==> config.mk <==
export PLATFORM = sky130hd
export DESIGN_NAME = mul_div_controller_flat
export DESIGN_NICKNAME = d
export VERILOG_FILES = /design/src/rtl/mul_div_controller_pkg.sv /design/src/rtl/mul_div_controller_if.sv /design/src/rtl/mul_div_controller_divider.sv /design/src/rtl/mul_div_controller.sv /design/src/flat_wrapper.sv
export SDC_FILE = /design/constraint.sdc
export NUM_CORES = 2
export LEC_CHECK = 0
export ABC_AREA = 0
export CAP_MARGIN = 20
export CELL_PAD_IN_SITES_DETAIL_PLACEMENT = 0
export CELL_PAD_IN_SITES_GLOBAL_PLACEMENT = 1
export CORE_UTILIZATION = 46
export CTS_BUF_LIST = sky130_fd_sc_hd__clkbuf_16
export CTS_CLUSTER_SIZE = 24
export DETAILED_ROUTE_END_ITERATION = 7
export PLACE_DENSITY = 0.77
export SYNTH_ARGS = -nofsm -noshare
export SYNTH_HDL_FRONTEND = slang
export SYNTH_HIERARCHICAL = 1
export SYNTH_SLANG_ARGS = --single-unit
export TNS_END_PERCENT = 1
==> constraint.sdc <==
create_clock -name clock -period 8.3 [get_ports clock]
set_clock_uncertainty 0.15 [all_clocks]
set_input_delay 1.66 -clock clock [delete_from_list [all_inputs] [get_ports clock]]
set_output_delay 1.66 -clock clock [all_outputs]
set_load 0.01 [all_outputs]
==> src/rtl/mul_div_controller_pkg.sv <==
// Shared types and constants for the multiply/divide controller,
// its interface and its divider datapath.
package mul_div_controller_pkg;

    localparam int CPU_DATA_WIDTH = 32;
    localparam int DIVIDE_STEPS   = 32;

    typedef enum logic [1:0] {
        OP_MULTIPLY  = 2'd0,
        OP_DIVIDE    = 2'd1,
        OP_MOVE_HIGH = 2'd2,
        OP_MOVE_LOW  = 2'd3
    } mul_div_operation_t;

    typedef enum logic [1:0] {
        IDLE,
        MULTIPLY,
        DIVIDE,
        DONE
    } mul_div_state_t;

    // Bundle handed over from the ID/EX register to the controller
    typedef struct packed {
        logic                      valid;
        mul_div_operation_t        operation;
        logic                      is_signed;
        logic [CPU_DATA_WIDTH-1:0] source1;
        logic [CPU_DATA_WIDTH-1:0] source2;
    } mul_div_request_t;

endpackage

==> src/rtl/mul_div_controller_if.sv <==
// EX-stage <-> multiply/divide controller connection; the pipeline side is
// the master, the controller is the slave.
interface mul_div_controller_if;
    import mul_div_controller_pkg::*;

    logic                      request_valid;
    mul_div_operation_t        request_operation;
    logic                      request_signed;
    logic [CPU_DATA_WIDTH-1:0] source1;
    logic [CPU_DATA_WIDTH-1:0] source2;
    logic                      flush;
    logic                      stall;
    logic                      busy;
    logic [CPU_DATA_WIDTH-1:0] high_value;
    logic [CPU_DATA_WIDTH-1:0] low_value;

    modport master (
        output request_valid, request_operation, request_signed,
               source1, source2, flush,
        input  stall, busy, high_value, low_value
    );

    modport slave (
        input  request_valid, request_operation, request_signed,
               source1, source2, flush,
        output stall, busy, high_value, low_value
    );

endinterface

==> src/rtl/mul_div_controller_divider.sv <==
// Unsigned restoring radix-2 divider: one quotient bit per step. The next_*
// outputs show the result of the step taken at the coming edge.
module mul_div_controller_divider
    import mul_div_controller_pkg::*;
(
    input  logic                      clock,
    input  logic                      reset_n,
    input  logic                      start,
    input  logic                      step,
    input  logic [CPU_DATA_WIDTH-1:0] dividend,
    input  logic [CPU_DATA_WIDTH-1:0] divisor,
    output logic [CPU_DATA_WIDTH-1:0] next_quotient,
    output logic [CPU_DATA_WIDTH-1:0] next_remainder
);

    localparam int W = CPU_DATA_WIDTH;

    logic [W-1:0] quotient;
    logic [W-1:0] remainder;
    logic [W-1:0] divisor_held;
    logic [W:0]   shifted;

    // The quotient register starts out holding the dividend and shifts its
    // bits into the remainder MSB-first as quotient bits shift in below.
    always_comb begin
        shifted        = {remainder, quotient[W-1]};
        next_quotient  = {quotient[W-2:0], 1'b0};
        next_remainder = shifted[W-1:0];
        if (shifted >= {1'b0, divisor_held}) begin
            next_quotient  = {quotient[W-2:0], 1'b1};
            next_remainder = W'(shifted - {1'b0, divisor_held});
        end
    end

    always_ff @(posedge clock) begin
        if (!reset_n) begin
            quotient     <= '0;
            remainder    <= '0;
            divisor_held <= '0;
        end else if (start) begin
            quotient     <= dividend;
            remainder    <= '0;
            divisor_held <= divisor;
        end else if (step) begin
            quotient     <= next_quotient;
            remainder    <= next_remainder;
        end
    end

endmodule

==> src/rtl/mul_div_controller.sv <==
// Multiply/divide sequencer for the EX stage: owns HI/LO, stalls EX while a
// multiply or divide runs, and commits only on a non-flushed DONE cycle.
module mul_div_controller
    import mul_div_controller_pkg::*;
#(
    parameter int MULTIPLY_LATENCY = 1
) (
    input  logic                 clock,
    input  logic                 reset_n,
    mul_div_controller_if.slave  bus
);

    localparam int W = CPU_DATA_WIDTH;

    mul_div_state_t state, state_next;
    logic [4:0]     counter;
    logic [W-1:0]   high_reg, low_reg, staged_high, staged_low;
    logic [W-1:0]   operand_a, operand_b;
    logic           multiply_signed, commit_enable;
    logic           quotient_negate, remainder_negate;
    logic           accept, is_move, divider_start, divider_step;
    logic [W-1:0]   abs_source1, abs_source2, div_quotient, div_remainder;
    logic [2*W-1:0] extended_a, extended_b, product;

    assign accept  = bus.request_valid && !bus.flush;
    assign is_move = (bus.request_operation == OP_MOVE_HIGH) ||
                     (bus.request_operation == OP_MOVE_LOW);

    assign abs_source1 = (bus.request_signed && bus.source1[W-1]) ? -bus.source1 : bus.source1;
    assign abs_source2 = (bus.request_signed && bus.source2[W-1]) ? -bus.source2 : bus.source2;

    // Sign-extending to the full product width keeps the low 64 bits exact
    assign extended_a = {{W{multiply_signed & operand_a[W-1]}}, operand_a};
    assign extended_b = {{W{multiply_signed & operand_b[W-1]}}, operand_b};
    assign product    = extended_a * extended_b;

    assign bus.stall      = accept && (state != DONE) && !((state == IDLE) && is_move);
    assign bus.busy       = (state != IDLE);
    assign bus.high_value = high_reg;
    assign bus.low_value  = low_reg;

    mul_div_controller_divider divider (
        .clock          (clock),
        .reset_n        (reset_n),
        .start          (divider_start),
        .step           (divider_step),
        .dividend       (abs_source1),
        .divisor        (abs_source2),
        .next_quotient  (div_quotient),
        .next_remainder (div_remainder)
    );

    always_comb begin
        state_next    = state;
        divider_start = 1'b0;
        divider_step  = 1'b0;
        case (state)
            IDLE: begin
                if (accept && bus.request_operation == OP_MULTIPLY) begin
                    state_next = MULTIPLY;
                end else if (accept && bus.request_operation == OP_DIVIDE) begin
                    state_next    = (bus.source2 == '0) ? DONE : DIVIDE;
                    divider_start = (bus.source2 != '0);
                end
            end
            MULTIPLY: if (counter == '0) state_next = DONE;
            DIVIDE: begin
                divider_step = 1'b1;
                if (counter == 5'(DIVIDE_STEPS - 1)) state_next = DONE;
            end
            DONE: state_next = IDLE;
        endcase
        if (bus.flush) state_next = IDLE;
    end

    always_ff @(posedge clock) begin
        if (!reset_n) begin
            state            <= IDLE;
            counter          <= '0;
            high_reg         <= '0;
            low_reg          <= '0;
            staged_high      <= '0;
            staged_low       <= '0;
            operand_a        <= '0;
            operand_b        <= '0;
            multiply_signed  <= 1'b0;
            commit_enable    <= 1'b0;
            quotient_negate  <= 1'b0;
            remainder_negate <= 1'b0;
        end else begin
            state <= state_next;
            case (state)
                IDLE: if (accept) begin
                    case (bus.request_operation)
                        OP_MOVE_HIGH: high_reg <= bus.source1;
                        OP_MOVE_LOW:  low_reg  <= bus.source1;
                        OP_MULTIPLY: begin
                            operand_a       <= bus.source1;
                            operand_b       <= bus.source2;
                            multiply_signed <= bus.request_signed;
                            counter         <= 5'(MULTIPLY_LATENCY - 1);
                            commit_enable   <= 1'b1;
                        end
                        OP_DIVIDE: begin
                            counter          <= '0;
                            commit_enable    <= (bus.source2 != '0);
                            quotient_negate  <= bus.request_signed & (bus.source1[W-1] ^ bus.source2[W-1]);
                            remainder_negate <= bus.request_signed & bus.source1[W-1];
                        end
                    endcase
                end
                MULTIPLY: begin
                    {staged_high, staged_low} <= product;
                    if (counter != '0) counter <= counter - 5'd1;
                end
                DIVIDE: begin
                    counter <= counter + 5'd1;
                    if (counter == 5'(DIVIDE_STEPS - 1)) begin
                        staged_low  <= quotient_negate  ? -div_quotient  : div_quotient;
                        staged_high <= remainder_negate ? -div_remainder : div_remainder;
                    end
                end
                DONE: if (!bus.flush && commit_enable) begin
                    high_reg <= staged_high;
                    low_reg  <= staged_low;
                end
            endcase
        end
    end

    // EX must keep presenting the instruction until it is released or flushed
    request_held: assert property (@(posedge clock) disable iff (!reset_n)
        ((state == MULTIPLY) || (state == DIVIDE)) && !bus.flush |-> bus.request_valid);

endmodule

==> src/flat_wrapper.sv <==
// flat-port wrapper written by rule: the top's interface ports become plain ports
module mul_div_controller_flat import mul_div_controller_pkg::*;
#(
    parameter int MULTIPLY_LATENCY = 1
)
  (clock, reset_n, bus_request_valid, bus_request_operation, bus_request_signed, bus_source1, bus_source2, bus_flush, bus_stall, bus_busy, bus_high_value, bus_low_value);
  mul_div_controller_if bus_i ();
  input  logic clock;
  input  logic reset_n;
  input wire logic [$bits(bus_i.request_valid)-1:0] bus_request_valid;
  input wire logic [$bits(bus_i.request_operation)-1:0] bus_request_operation;
  input wire logic [$bits(bus_i.request_signed)-1:0] bus_request_signed;
  input wire logic [$bits(bus_i.source1)-1:0] bus_source1;
  input wire logic [$bits(bus_i.source2)-1:0] bus_source2;
  input wire logic [$bits(bus_i.flush)-1:0] bus_flush;
  output wire logic [$bits(bus_i.stall)-1:0] bus_stall;
  output wire logic [$bits(bus_i.busy)-1:0] bus_busy;
  output wire logic [$bits(bus_i.high_value)-1:0] bus_high_value;
  output wire logic [$bits(bus_i.low_value)-1:0] bus_low_value;
  assign bus_i.request_valid = bus_request_valid;
  assign bus_i.request_operation = bus_request_operation;
  assign bus_i.request_signed = bus_request_signed;
  assign bus_i.source1 = bus_source1;
  assign bus_i.source2 = bus_source2;
  assign bus_i.flush = bus_flush;
  assign bus_stall = bus_i.stall;
  assign bus_busy = bus_i.busy;
  assign bus_high_value = bus_i.high_value;
  assign bus_low_value = bus_i.low_value;
  mul_div_controller #(.MULTIPLY_LATENCY(MULTIPLY_LATENCY)) u_core (.clock(clock), .reset_n(reset_n), .bus(bus_i));
endmodule
==> qor.txt <==
Result of the run: complete, no violations
Number of cells on the worst hold path: 2
Worst hold path class: reg2reg
Synth cell types: 89
TritonCTS clock tree: built
Origin of the worst min-delay path: u_core/quotient_negate
Headroom to the max-slew limit: 0.267
Minimum setup slack among reg-to-reg paths: 240 ps
Maximum number of pins on one net before global-route repair: 171
Synthesized netlist cell count: 6377
Height of the chip: 349 um
Synthesis-stage register bit count: 299
Internal power component: 3.31 mW
Average wire per standard cell: 21.8 um
Main flop type after synthesis: sky130_fd_sc_hd__dfxtp_1
Wirelength, routed: 175 mm
Detailed Routing Iterations Pass 1: 7
Sequential-to-total area share from yosys stat: 0.108
Number of buffers inserted by port buffering: 136
Placeable Area: 120000 sq um
Largest fanout on the critical path: 8
Horizontal die dimension: 349 um
Initial cell density of the core: 0.463
Final critical-path required period: 8060 ps
H-tree lvl count: 2
Count of buffering cells on the critical path with inverters included: 6
Most frequent cells in the layout: 1188 x sky130_fd_sc_hd__inv_1, 1118 x sky130_fd_sc_hd__fa_1, 1093 x sky130_fd_sc_hd__nand2_1
Most Frequent Cell on Critical Path: sky130_fd_sc_hd__fa_1
Post-synth EDFFs: 0
Antenna violations before repair: 9
Leakage dissipation: 28.8 nW
Cell family with the largest share of critical-path delay: adder cells
Count of boundary I/O pins: 137
Worst Setup End Kind: flop
Top area cells in the synthesized netlist: sky130_fd_sc_hd__fa_1 41%, sky130_fd_sc_hd__dfxtp_1 11%, sky130_fd_sc_hd__inv_1 8.0%
Maximum Capacitance Violations: 0
Comb pwr share: 0.365
Leftover overflow at the end of global routing: 0
All-Layer GR Usage: 0.295
Worst Reg-to-Reg Cells: 27
Switching component of the power: 2.14 mW
Unrepaired setup endpoints after global routing: yes
Number of nets in the layout: 7825
Share of power burned in the clock network: 0.341
End-of-flow core utilization: 0.512
Yosys warning count: 6
Commonest non-fill, non-tap cell in the layout: sky130_fd_sc_hd__inv_1
Relative contribution of sequential cells to total power: 0.294
End of the worst hold path: u_core/quotient_negate
Via total after detailed routing: 43600
Total Die Area: 122000 sq um
Fraction of post-synthesis cell area in the top cell type by area: 0.407
Number of clock sinks: 299
Clock buffers created by TritonCTS: 40
Post-CTS Hold Fix Bufs: 0
Data arrival at the endpoint of the critical path: 8400 ps
CP max stage cell: sky130_fd_sc_hd__fa_1
Starting DRT DRC Count: 3530
Critical register-to-register path endpoint: u_core/staged_high[28]
Vias in the first global route: 45300
Critical Path Max Stage Delay: 600 ps
Register clock-pin slew on the reported worst setup and hold paths: 60 ps
Data required time of the worst path: 8640 ps
Per-instance average area after synthesis: 8.70 sq um
P&R area growth vs syn: 10.6%
RR Startpoint: u_core/operand_a[31]
Transition time at the pin with the least slew margin: 1100 ps
Cell type contributing the most total cell area after synthesis: sky130_fd_sc_hd__fa_1
Final weighted congestion in routability-driven placement: 0.931
Floorplan row count: 127
Async set-reset flop share out of synthesis: 0
Final count of negative-setup-slack endpoints: 0
Proportion of total power due to net switching: 0.393
Number of filler instances in the final layout: 11400
Startpoint types: flop
Post-layout instance count excluding filler cells: 8019
Via count normalized by instance count: 5.43
Worst-case vdd ir drop: 0.000146 V
Number of pins with negative max-slew slack in the final report: 0
Startpoint-to-endpoint class of the critical path: reg2reg
Cell total after placement: 7932
Cell chosen for the clock root: sky130_fd_sc_hd__clkbuf_16
Global-route wire length before repair: 277 mm
Half-perimeter wire length after placement: 142 mm
Final worst-path cycle share: 0.971
Power per unit of standard cell area: 88.9 nW/um^2
Final hold violations: 0
Fraction of layout cells with a size suffix above 1: 0.0678
Highest achievable clock rate: 0.124 GHz
# DRC: 0
Clock insertion delay at the later pin of the skew report: 600 ps
Syn nets: 7830
Netlist area before placement: 55500 sq um
Antenna Nets Post-Route: 0
CTS max path bufs: 3
[per-stage QoR]
stage / cell area, sq um / worst slack, ps / hold slack, ps / power [mW] / setup TNS, ps
global route: 61300 / -56.5 / 351 / 5.66 / -220
floorplan: 55500 / 98.4 / 291 / 2.86 / 0
global placement: 59500 / -322 / 306 / 3.57 / -508
CTS: 60900 / 5.48 / 318 / 5.44 / 0
finish: 61300 / 241 / 315 / 5.45 / 0
detailed placement: 59500 / -224 / 313 / 3.56 / -410
[worst max path at each step]
stage	start	endpoint	depth (start not counted)
floorplan	u_core/operand_a[31]	u_core/staged_high[31]	32
global placement	u_core/operand_a[18]	u_core/staged_high[16]	27
detailed placement	u_core/operand_b[9]	u_core/staged_high[16]	26
CTS	u_core/operand_b[11]	u_core/staged_high[14]	31
global route	u_core/operand_a[31]	u_core/staged_high[27]	27
finish	u_core/operand_a[31]	u_core/staged_high[28]	27
[area by class of cell]
| class | instances | area (sq um) | area share |
|---|---|---|---|
| clock inverter | 34 | 378 | 0.00616 |
| sequential | 299 | 6020 | 0.0981 |
| multi-input combinational | 4479 | 43700 | 0.712 |
| timing repair buffer | 365 | 3760 | 0.0613 |
| inverter | 1187 | 4460 | 0.0727 |
| antenna | 3 | 7.51 | 0.000122 |
| tap | 1612 | 2020 | 0.0329 |
| clock buffer | 40 | 1000 | 0.0163 |
[power by group through the flow]
stage | registers (mW) | logic [mW] | clock network [mW]
2_1_floorplan | 1.61 | 1.25 | 0
3_3_place_gp | 1.63 | 1.94 | 0
3_5_place_dp | 1.63 | 1.93 | 0
4_1_cts | 1.60 | 1.95 | 1.88
5_1_grt | 1.61 | 2.11 | 1.94
6_report | 1.60 | 1.99 | 1.86
[registers in the layout, indices dropped and copies added, names as in the netlist]
register,flops
u_core/operand_b,32
u_core/staged_high,32
u_core/quotient_negate,1
u_core/bus.high_value,32
u_core/commit_enable,1
u_core/divider/quotient,32
u_core/divider/remainder,32
u_core/remainder_negate,1
u_core/divider/divisor_held,32
u_core/bus.low_value,32
u_core/staged_low,32
u_core/state,2
u_core/operand_a,32
u_core/multiply_signed,1
u_core/counter,5
[cells in the mapped netlist (8+ instances only)]
| cell type | count |
|---|---|
| sky130_fd_sc_hd__and4_1 | 8 |
| sky130_fd_sc_hd__or3_1 | 9 |
| sky130_fd_sc_hd__or4_1 | 13 |
| sky130_fd_sc_hd__nor2b_1 | 83 |
| sky130_fd_sc_hd__a21oi_1 | 221 |
| sky130_fd_sc_hd__mux2i_1 | 72 |
| sky130_fd_sc_hd__nand2b_1 | 15 |
| sky130_fd_sc_hd__o221ai_1 | 9 |
| sky130_fd_sc_hd__and3_1 | 38 |
| sky130_fd_sc_hd__mux2_4 | 10 |
| sky130_fd_sc_hd__a21o_1 | 30 |
| sky130_fd_sc_hd__o31ai_1 | 27 |
| sky130_fd_sc_hd__a211oi_1 | 22 |
| sky130_fd_sc_hd__and2_1 | 391 |
| sky130_fd_sc_hd__o21bai_1 | 16 |
| sky130_fd_sc_hd__nor4_1 | 19 |
| sky130_fd_sc_hd__fa_1 | 1127 |
| sky130_fd_sc_hd__o211ai_1 | 27 |
| sky130_fd_sc_hd__nand3_1 | 36 |
| sky130_fd_sc_hd__o21a_1 | 30 |
| sky130_fd_sc_hd__or2_2 | 14 |
| sky130_fd_sc_hd__buf_4 | 33 |
| sky130_fd_sc_hd__a31oi_1 | 24 |
| sky130_fd_sc_hd__inv_1 | 1186 |
| sky130_fd_sc_hd__nor3_1 | 40 |
| sky130_fd_sc_hd__o21ai_0 | 170 |
| sky130_fd_sc_hd__a21boi_0 | 86 |
| sky130_fd_sc_hd__nand2_1 | 1095 |
| sky130_fd_sc_hd__nand4_1 | 20 |
| sky130_fd_sc_hd__xor2_1 | 85 |
| sky130_fd_sc_hd__ha_1 | 255 |
| sky130_fd_sc_hd__o211a_1 | 78 |
| sky130_fd_sc_hd__buf_2 | 10 |
| sky130_fd_sc_hd__o41ai_1 | 13 |
| sky130_fd_sc_hd__dfxtp_1 | 299 |
| sky130_fd_sc_hd__buf_1 | 9 |
| sky130_fd_sc_hd__clkbuf_1 | 356 |
| sky130_fd_sc_hd__o21ai_1 | 10 |
| sky130_fd_sc_hd__xnor2_1 | 125 |
| sky130_fd_sc_hd__nor2_1 | 157 |
[worst min-delay path, stage by stage, from the launching register on]
cell                       delay [ps]
sky130_fd_sc_hd__dfxtp_1          310
sky130_fd_sc_hd__nand2_1           50
sky130_fd_sc_hd__a21boi_0          60
[per-layer routing]
layer / part of all wire / up-vias / global-route usage
li1: - / 19500 / -
met1: 0.46 / 22400 / 0.438
met2: 0.45 / 1503 / 0.459
met3: 0.069 / 218 / 0.0387
met4: 0.024 / 12 / 0.0603
met5: 0.00049 / - / 0
[what timing repair did]
action                                  in CTS  in global routing
pin swaps                                    0                 22
buffers inserted                             0                  7
gates resized for setup                     13                 96
gates cloned                                 0                  1
endpoints found under the setup margin      13                 30
[cells by family (layout without fill, tap and decap cells)]
logic type | Yosys count | in the layout | synth area share
AOI/OAI and AO/OA | 832 | 832 | 0.101
xor gates and xnor gates | 210 | 210 | 0.0332
adders and majority gates | 1382 | 1382 | 0.464
buffers and inverters | 1599 | 1626 | 0.111
DFF | 299 | 299 | 0.108
muxes | 90 | 90 | 0.0173
other | 0 | 3 | 0
and+or+nand+nor | 1965 | 1965 | 0.166
(Power assumes the default switching activity.)
